`config.mk`:
```
export PLATFORM = sky130hd
export DESIGN_NAME = clkdiv_prog
export DESIGN_NICKNAME = d
export VERILOG_FILES = /design/src/rtl/clkdiv_prog.sv
export SDC_FILE = /design/constraint.sdc
export NUM_CORES = 1
export LEC_CHECK = 0
export BUFFER_PORTS_ARGS = -buffer_cell sky130_fd_sc_hd__buf_4
export CAP_MARGIN = 20
export CORE_MARGIN = 2
export CORE_UTILIZATION = 55
export DETAILED_ROUTE_END_ITERATION = 6
export PLACE_DENSITY = 0.8
export SLEW_MARGIN = 10
export SYNTH_ARGS = -nofsm -noshare
export SYNTH_HDL_FRONTEND = slang
export SYNTH_SLANG_ARGS = --single-unit
```
`constraint.sdc`:
```
create_clock -name clk -period 5.5 [get_ports clk]
set_input_delay 0.275 -clock clk [delete_from_list [all_inputs] [get_ports clk]]
set_output_delay 0.275 -clock clk [all_outputs]
set_load 0.01 [all_outputs]
```
`src/rtl/clkdiv_prog.sv`:
```
`default_nettype none
// ============================================================================
//  Module   : clkdiv_prog
//  Purpose  : Bank of NUM_CH programmable clock-enable dividers sharing one
//             clock. Each channel produces a square wave (clk_out) and a
//             one-cycle tick at the start of every period. New divisors are
//             staged in a shadow register and only take effect at a period
//             boundary, so a period is never cut short or stretched by a write.
//
//  Ports    : clk       - single clock, all logic on the rising edge
//             reset     - synchronous, active-high reset
//             ena       - global run; 0 freezes every channel
//             sync_all  - strobe restarting all channels at phase 0
//             div_in    - divisor value for writes
//             div_wr    - per-channel write strobe for div_in
//             clk_out   - per-channel divided square wave (registered)
//             tick      - per-channel period-start pulse (registered)
//             pending   - per-channel staged divisor not yet applied
//
//  Revision : 1.0 - initial release
// ============================================================================
module clkdiv_prog #(
    parameter int NUM_CH      = 2,
    parameter int WIDTH       = 8,
    parameter int DEFAULT_DIV = 2
) (
    input  logic              clk,
    input  logic              reset,
    input  logic              ena,
    input  logic              sync_all,
    input  logic [WIDTH-1:0]  div_in,
    input  logic [NUM_CH-1:0] div_wr,
    output logic [NUM_CH-1:0] clk_out,
    output logic [NUM_CH-1:0] tick,
    output logic [NUM_CH-1:0] pending
);

    localparam logic [WIDTH-1:0] c_ONE     = WIDTH'(1);
    localparam logic [WIDTH:0]   c_ONE_X   = (WIDTH + 1)'(1);
    localparam logic [WIDTH-1:0] c_DEFAULT = WIDTH'(DEFAULT_DIV);

    // After reset every channel sits at k=0 with its outputs low. The first
    // running edge (or a sync) begins the first period at k=0 rather than
    // advancing past it, so the first tick is not lost.
    logic started_q;
    logic started_d;

    assign started_d = started_q | ena | sync_all;

    always_ff @(posedge clk) begin
        if (reset) begin
            started_q <= 1'b0;
        end else begin
            started_q <= started_d;
        end
    end

    for (genvar i = 0; i < NUM_CH; i++) begin : g_ch
        logic [WIDTH-1:0] k_q;
        logic [WIDTH-1:0] k_d;
        logic [WIDTH-1:0] div_q;
        logic [WIDTH-1:0] div_d;
        logic [WIDTH-1:0] shadow_q;
        logic [WIDTH-1:0] shadow_d;
        logic             pend_q;
        logic             pend_d;
        logic             clk_q;
        logic             clk_d;
        logic             tick_q;
        logic             tick_d;

        logic             w_apply;   // edge where a staged divisor may load
        logic [WIDTH:0]   w_half;    // ceil(D/2), one extra bit for D=2^W-1
        logic             w_level;

        always_comb begin
            k_d     = k_q;
            w_apply = 1'b0;

            if (sync_all) begin
                k_d     = '0;
                w_apply = 1'b1;
            end else if (div_q == '0) begin
                // Stopped channel: no period to wait for, load as soon as
                // something is staged.
                k_d     = '0;
                w_apply = pend_q;
            end else if (ena) begin
                if (!started_q || (k_q == div_q - c_ONE)) begin
                    k_d     = '0;
                    w_apply = 1'b1;
                end else begin
                    k_d = k_q + c_ONE;
                end
            end

            div_d    = (w_apply && pend_q) ? shadow_q : div_q;
            // A write on the apply edge is staged after the old shadow has
            // been consumed, so it lands at the following boundary.
            shadow_d = div_wr[i] ? div_in : shadow_q;
            pend_d   = div_wr[i] | (pend_q & ~w_apply);

            // Outputs are decoded from next state and registered, so they
            // line up with k in the cycle it is held.
            w_half  = ({1'b0, div_d} + c_ONE_X) >> 1;
            w_level = (div_d != '0) && ({1'b0, k_d} < w_half);
            clk_d   = (ena || w_apply) ? w_level : clk_q;
            tick_d  = ena && (div_d != '0) && (k_d == '0);
        end

        always_ff @(posedge clk) begin
            if (reset) begin
                k_q      <= '0;
                div_q    <= c_DEFAULT;
                shadow_q <= c_DEFAULT;
                pend_q   <= 1'b0;
                clk_q    <= 1'b0;
                tick_q   <= 1'b0;
            end else begin
                k_q      <= k_d;
                div_q    <= div_d;
                shadow_q <= shadow_d;
                pend_q   <= pend_d;
                clk_q    <= clk_d;
                tick_q   <= tick_d;
            end
        end

        assign clk_out[i] = clk_q;
        assign tick[i]    = tick_q;
        assign pending[i] = pend_q;
    end

endmodule
`default_nettype wire

```
==> results of run 1 <==
where the power goes:
group / internal [mW] / switching [mW]
logic: 0.0622 / 0.0766
registers: 0.414 / 0.0221
clock network: 0.138 / 0.146
total: 0.615 / 0.245
how the worst min path moves through the flow:
stage	end	startpoint	cells after the start
final	g_ch[1].shadow_q[1]	div_in[1]	2
after global routing	g_ch[1].shadow_q[1]	div_in[1]	2
after CTS	g_ch[1].shadow_q[1]	div_in[1]	2
after detailed placement	g_ch[0].shadow_q[1]	g_ch[0].shadow_q[1]	1
after global placement	g_ch[0].shadow_q[1]	g_ch[0].shadow_q[1]	1
after floorplan	g_ch[1].shadow_q[1]	div_in[1]	1
cell families after synthesis:
logic type | count (synthesis) | share of synthesized area [%]
AND/OR/NAND/NOR | 200 | 27.2
AO/OA/AOI/OAI | 58 | 10.8
flip-flops | 55 | 28.4
XOR/XNOR | 54 | 12.2
buffers and inverters | 51 | 6.42
multiplexers | 31 | 8.00
adder cells (fa/ha/maj) | 22 | 7.09
state kept, by name (all words and copies together), names as in the netlist:
name	count
started_q	1
g_ch.k_q	16
g_ch.tick_q	2
g_ch.div_q	16
g_ch.pend_q	2
g_ch.shadow_q	16
g_ch.clk_q	2
critical path, cell delays in order (launching register included):
cell,delay (ps)
dfxtp_1,440
inv_1,70
ha_1,290
nand2b_1,190
o211a_1,150
o31ai_1,370
a21oi_2,110
nand3b_1,180
buf_4,230
mux2i_1,180
inv_1,80
ha_1,280
nand2_1,70
or3_1,320
xor2_1,140
nand2_1,70
o21ai_0,80
ha_1,300
nand4_1,70
o21ai_0,80
nor4_1,250
nand2b_1,90
a2111oi_0,350
or2_1,150
metrics by stage:
step                utilization [%]  setup slack (ps)  power, mW
floorplan                         -              1390      0.549
CTS                            60.1               922      0.863
detailed placement             58.4               958      0.582
finish                         60.1               897      0.860
global placement               58.4              1200      0.578
global route                   60.1               485      0.892
routing by layer:
layer,track usage [%],share of wire [%],up-vias
li1,-,-,1614
met5,0,0,-
met3,3.02,5.4,18
met2,36.3,45,95
met4,6.85,2.2,0
met1,33.8,47,1514
synthesized netlist by cell type (all sizes together) (2+ instances only):
library cell / n / share of area [%]
nand2: 28 / 2.7
buf: 22 / 3.6
ha: 22 / 7.1
nor2: 58 / 5.6
or4: 2 / 0.48
a311oi: 2 / 0.45
dfxtp: 55 / 28
a31oi: 3 / 0.48
or2: 3 / 0.48
nor2b: 14 / 2.3
a211o: 3 / 0.68
inv: 15 / 1.5
nor4b: 3 / 0.84
nor3: 17 / 2.5
o211ai: 3 / 0.58
and3: 8 / 1.3
nor4: 5 / 0.97
o31ai: 2 / 0.39
and2: 6 / 1.1
a2111oi: 2 / 0.94
nand3: 25 / 3.2
o21ai: 10 / 1.4
nand4: 12 / 2.1
a21oi: 20 / 2.7
xor2: 24 / 5.4
mux2i: 31 / 8.0
nor3b: 3 / 0.58
nand3b: 4 / 0.77
nand2b: 9 / 1.6
xnor2: 30 / 6.8
clkbuf: 14 / 1.4
cell type report:
type                    count  area, um2
multi-input cells         365       2530
fillers                   595       2710
well taps                  96        120
clock buffers               5       68.8
inverters                  15       56.3
flip-flops and latches     55       1100
clock inverters             3       47.5
repair buffers             21        158
==> impl_metrics.csv, run 1 <==
group,metric,value,unit
outcome,status,"complete, no violations",
final_layout,stdcell_count,560,
global_route,antenna_found_initial,0,
sta,drv_slew,0,
placed_design,gp_congestion,0.890,
global_route,grt_overflow,0,
final_layout,final_common_cell,"nor2_1",
floorplanning,start_util,57.1,%
job,maxCapViolCount,0,
power_and_ir_drop,peakVddDrop,0.141,mV
clock_tree,h-tree-depth,2,
clock_tree,cts_tree,"built",
sta,fin_crit_sh,83.7,%
worst_setup_path,cp.required,5770,ps
sta,skew,6.75,ps
sta,fin_crit,4600,ps
synth,synth_nets,507,
worst_setup_path,critical_path_arrival,4870,ps
synth,netlist_instances,471,
floorplanning,rows,30,
worst_setup_path,crit_start,"g_ch[1].div_q[0]",
synth,synth_seq_cells,55,
placed_design,hpwlAfterDp,6.47,mm
worst_setup_path,regToRegEndpoint,"g_ch[1].clk_q",
global_route,grt_max_degree,58,
clock_tree,clk_latency,320,ps
global_route,grt_pass1_wl,14.4,mm
final_layout,final_cell_mix,"58 x nor2_1, 55 x dfxtp_1, 31 x mux2i_1, 30 x xnor2_1, 28 x nand2_1",
final_layout,nets,499,
sta,finalHoldViolCount,0,
synth,syn_area_per_cell,8.24,um2
synth,synth-edff-count,0,
final_layout,antennaDiodeCount,0,
placed_design,place_inst,552,
clock_tree,numCtsBuffers,5,
final_layout,final_cell_area,0.00408,mm2
worst_setup_path,worst_setup_path_end_kind,"flop",
sta,fin_setup_tns,0,ps
floorplanning,fp.dieW,88.0,um
worst_setup_path,ff2ff_path_depth,23,
synth,synth.distinct_cells,61,
power_and_ir_drop,cellLeakagePower,1.69,nW
power_and_ir_drop,pwr_density_cell,211,mW/mm2
clock_tree,clock_path_buffers,2,
synth,ys.flop_type,"dfxtp_1",
detailed_routing,vias,3241,
floorplanning,dieArea,0.00774,mm2
detailed_routing,drc,0,
placed_design,place_area,0.00397,mm2
floorplanning,num_io_pins,20,
sta,worst_hold_slack,178,ps
clock_tree,root_buffer,"clkbuf_8",
worst_hold_path,hold_path_class,"input pin to flop",
worst_setup_path,r2r_slack,900,ps
clock_tree,path_clk_slew,110,ps
clock_tree,postCtsSetupRepairBufs,0,
final_layout,area_growth,5.19,%
placed_design,place.port_buffers,19,
worst_setup_path,critPathLaunchType,"flop",
floorplanning,core,0.00679,mm2
detailed_routing,drtPass1Iterations,4,
detailed_routing,ant_nets,0,
worst_setup_path,crit_type,"flop to flop",
floorplanning,die_h,88.0,um
synth,syn_area,0.00388,mm2
detailed_routing,drt_wl_total,8.55,mm
sta,setup_viol,0,
detailed_routing,wl_per_cell,15.3,um
clock_tree,hold_buffers,0,
sta,relSlewSlack,49.9,%
sta,max_clock_freq,217,MHz
global_route,grtUsageTotal,23.3,%
sta,tightest_slew,751,ps
clock_tree,clock-sinks,55,
sta,rsz0062_at_grt,"false",
synth,async_flop_share,0,%
detailed_routing,viasPerCell,5.79,
synth,synth-warning-count,0,
synth,yosysSeqAreaShare,28.4,%
worst_setup_path,r2r_start,"g_ch[1].div_q[0]",
final_layout,drive_above_1_share,9.05,%
worst_setup_path,worst-path-max-fanout,20,
detailed_routing,drtIter0Drc,270,
worst_setup_path,endpoint,"g_ch[1].clk_q",
clock_tree,cts_resized,0,
global_route,grt_pass1_vias,2994,
No activity file was read; power rests on OpenSTA's default activity.
==> inputs of run 2 (changes only) <==
ABC_AREA = 1   (was unset)
clock period = 4.63 ns   (was 5.5 ns; I/O delays follow)
==> run 2 against run 1 <==
  * Count of clock-buffer cells in the layout stayed put
  * Maximum frequency rose by 18%
  * Wire length is 3.4% lower
  * Flip-flop and latch count unchanged
  * Highest routed layer unchanged
==> impl_metrics.csv, run 2 <==
group,metric,value,unit
outcome,status,"complete, no violations",
detailed_routing,ant_nets,0,
global_route,grt_pass1_vias,3158,
sta,fin_crit,3910,ps
sta,finalHoldViolCount,0,
power_and_ir_drop,pwr_density_cell,268,mW/mm2
synth,synth_mux_area_share,0,%
final_layout,final_cell_area,0.00394,mm2
clock_tree,clk_latency,320,ps
power_and_ir_drop,cellLeakagePower,2.00,nW
placed_design,place_area,0.00384,mm2
synth,yosysTopAreaCell,"dfxtp_1",
worst_setup_path,critical_path_arrival,4170,ps
sta,max_clock_freq,256,MHz
synth,async_flop_share,0,%
sta,skew,6.09,ps
placed_design,hpwlAfterDp,6.63,mm
synth,synth_commonest_cells,"144 x nand2_1, 83 x nor2_1, 74 x inv_1",
clock_tree,numCtsBuffers,5,
synth,syn_area_per_cell,6.52,um2
worst_setup_path,critPathLaunchType,"flop",
sta,drv_slew,0,
clock_tree,clock-sinks,55,
detailed_routing,drt_wl_total,8.26,mm
worst_setup_path,cp.required,4880,ps
sta,fin_crit_sh,84.5,%
power_and_ir_drop,peakVddDrop,0.189,mV
synth,synth_seq_cells,55,
worst_setup_path,worst_setup_path_end_kind,"flop",
floorplanning,start_util,57.8,%
clock_tree,h-tree-depth,2,
synth,synth_top_area_share,29.7,%
final_layout,reg_top3,"g_ch.div_q x16, g_ch.k_q x16, g_ch.shadow_q x16",
detailed_routing,wl_per_cell,12.6,um
clock_tree,cts_resized,0,
synth,ys.flop_type,"dfxtp_1",
synth,synth_xor_area_share,6.61,%
placed_design,place.port_buffers,19,
floorplanning,fp.dieW,86.1,um
final_layout,area_growth,6.10,%
final_layout,final_cell_mix,"144 x nand2_1, 83 x nor2_1, 74 x inv_1, 55 x dfxtp_1, 38 x nand3_1",
global_route,antenna_found_initial,0,
clock_tree,clock_path_buffers,2,
sta,rsz0062_at_grt,"false",
global_route,grtUsageTotal,23.9,%
final_layout,nets,613,
worst_setup_path,cp_common_cell,"nand2_1",
synth,synthTopCellsByArea,"dfxtp_1 30%, nand2_1 15%, nor2_1 8.4%",
worst_hold_path,hold_path_class,"input pin to flop",
global_route,grt_overflow,0,
worst_setup_path,r2r_slack,720,ps
placed_design,gp_congestion,0.903,
clock_tree,path_clk_slew,100,ps
sta,setup_viol,0,
final_layout,drive_above_1_share,10.6,%
job,maxCapViolCount,0,
sta,relSlewSlack,70.2,%
global_route,grt_max_degree,39,
detailed_routing,viasPerCell,5.30,
clock_tree,root_buffer,"clkbuf_8",
synth,synth_nets,605,
detailed_routing,vias,3472,
worst_setup_path,crit_type,"flop to flop",
synth,synth-edff-count,0,
synth,syn_area,0.00371,mm2
detailed_routing,drtIter0Drc,239,
sta,fin_setup_tns,0,ps
detailed_routing,drc,0,
synth,synth_top_family_by_area,"simple AND/OR/NAND/NOR gates",
floorplanning,num_io_pins,20,
synth,synth_fa_ha_area_share,7.42,%
clock_tree,hold_buffers,0,
synth,synth.distinct_cells,33,
floorplanning,dieArea,0.00742,mm2
synth,netlist_instances,569,
final_layout,antennaDiodeCount,0,
floorplanning,die_h,86.1,um
sta,tightest_slew,443,ps
synth,yosys.area_share.simple,38.4,%
synth,yosysSeqAreaShare,29.7,%
detailed_routing,drtPass1Iterations,5,
floorplanning,core,0.00642,mm2
final_layout,fillCellCount,597,
worst_setup_path,crit_slowest_cell,"dfxtp_1",
clock_tree,postCtsSetupRepairBufs,0,
worst_setup_path,worst-path-max-fanout,15,
floorplanning,rows,29,
synth,synth_compound_area_share,6.85,%
global_route,grt_pass1_wl,14.1,mm
final_layout,final_common_cell,"nand2_1",
synth,synth-warning-count,0,
worst_setup_path,cpPeakStageDelay,390,ps
clock_tree,cts_tree,"built",
synth,synth_most_common_cell,"nand2_1",
[run 2: changes by cell type after synthesis, sizes merged, moves of 6 or more]
cell,previous run,this run
and2,6,0
buf,22,12
clkbuf,14,6
inv,15,80
mux2i,31,0
nand2,28,158
nand2b,9,0
nand3,25,42
nor2,58,88
nor2b,14,0
o21ai,10,23
xnor2,30,6
[run 2: critical path: cells and delay by family, from the launching register on]
kind	cells	cell delay, ps
compound gates	4	670
fa+ha+maj	3	760
buf+inv	4	370
flops	1	390
xor+xnor	1	150
simple gates	16	1500
[run 2: worst paths after layout]
| check | from | endpoint | cells after the start |
|---|---|---|---|
| min reg2reg | g_ch[1].clk_q | g_ch[1].clk_q | 2 |
| max | g_ch[1].div_q[0] | g_ch[1].clk_q | 28 |
| min | div_wr[1] | g_ch[1].shadow_q[1] | 2 |
| max reg2reg | g_ch[1].div_q[0] | g_ch[1].clk_q | 28 |
[run 2: through the flow]
| stage | util (%) | total power [mW] | std cells | worst slack [ps] | hold slack [ps] |
|---|---|---|---|---|---|
| floorplan | - | 0.719 | 569 | 1240 | 343 |
| global placement | 59.8 | 0.770 | 647 | 772 | 450 |
| detailed placement | 59.8 | 0.775 | 647 | 725 | 458 |
| CTS | 61.3 | 1.06 | 655 | 703 | 135 |
| global route | 61.3 | 1.12 | 655 | 166 | 130 |
| finish | 61.3 | 1.06 | 655 | 716 | 140 |
[run 2: power by group]
| group | switching [mW] | leakage, nW | internal [mW] | total [mW] |
|---|---|---|---|---|
| registers | 0.0223 | 0.452 | 0.498 | 0.520 |
| logic | 0.159 | 1.50 | 0.0871 | 0.246 |
| clock network | 0.177 | 0.0491 | 0.112 | 0.289 |
[run 2: cells by family (layout without fill, tap and decap cells)]
group           after synthesis  in the layout
simple gates                319            319
buf+inv                      98            107
xor+xnor                     28             28
compound gates               47             47
fa+ha+maj                    22             22
flops                        55             55
[run 2: layout make-up]
type | instances | area [um2] | share of cell area (%)
clock buffer | 5 | 68.8 | 1.75
inverter | 80 | 300 | 7.63
clock inverter | 3 | 26.3 | 0.668
multi-input combinational | 416 | 2200 | 55.9
timing repair buffer | 19 | 143 | 3.62
tap | 77 | 96.3 | 2.45
sequential | 55 | 1100 | 28.0
[run 2: per-layer routing]
| layer | GRT usage [%] | vias to the layer above | share of wire [%] |
|---|---|---|---|
| met5 | 0 | - | 0 |
| met3 | 3.66 | 15 | 7.8 |
| met1 | 34.2 | 1522 | 48 |
| li1 | - | 1798 | - |
| met4 | 5.77 | 0 | 1.5 |
| met2 | 37.9 | 137 | 43 |
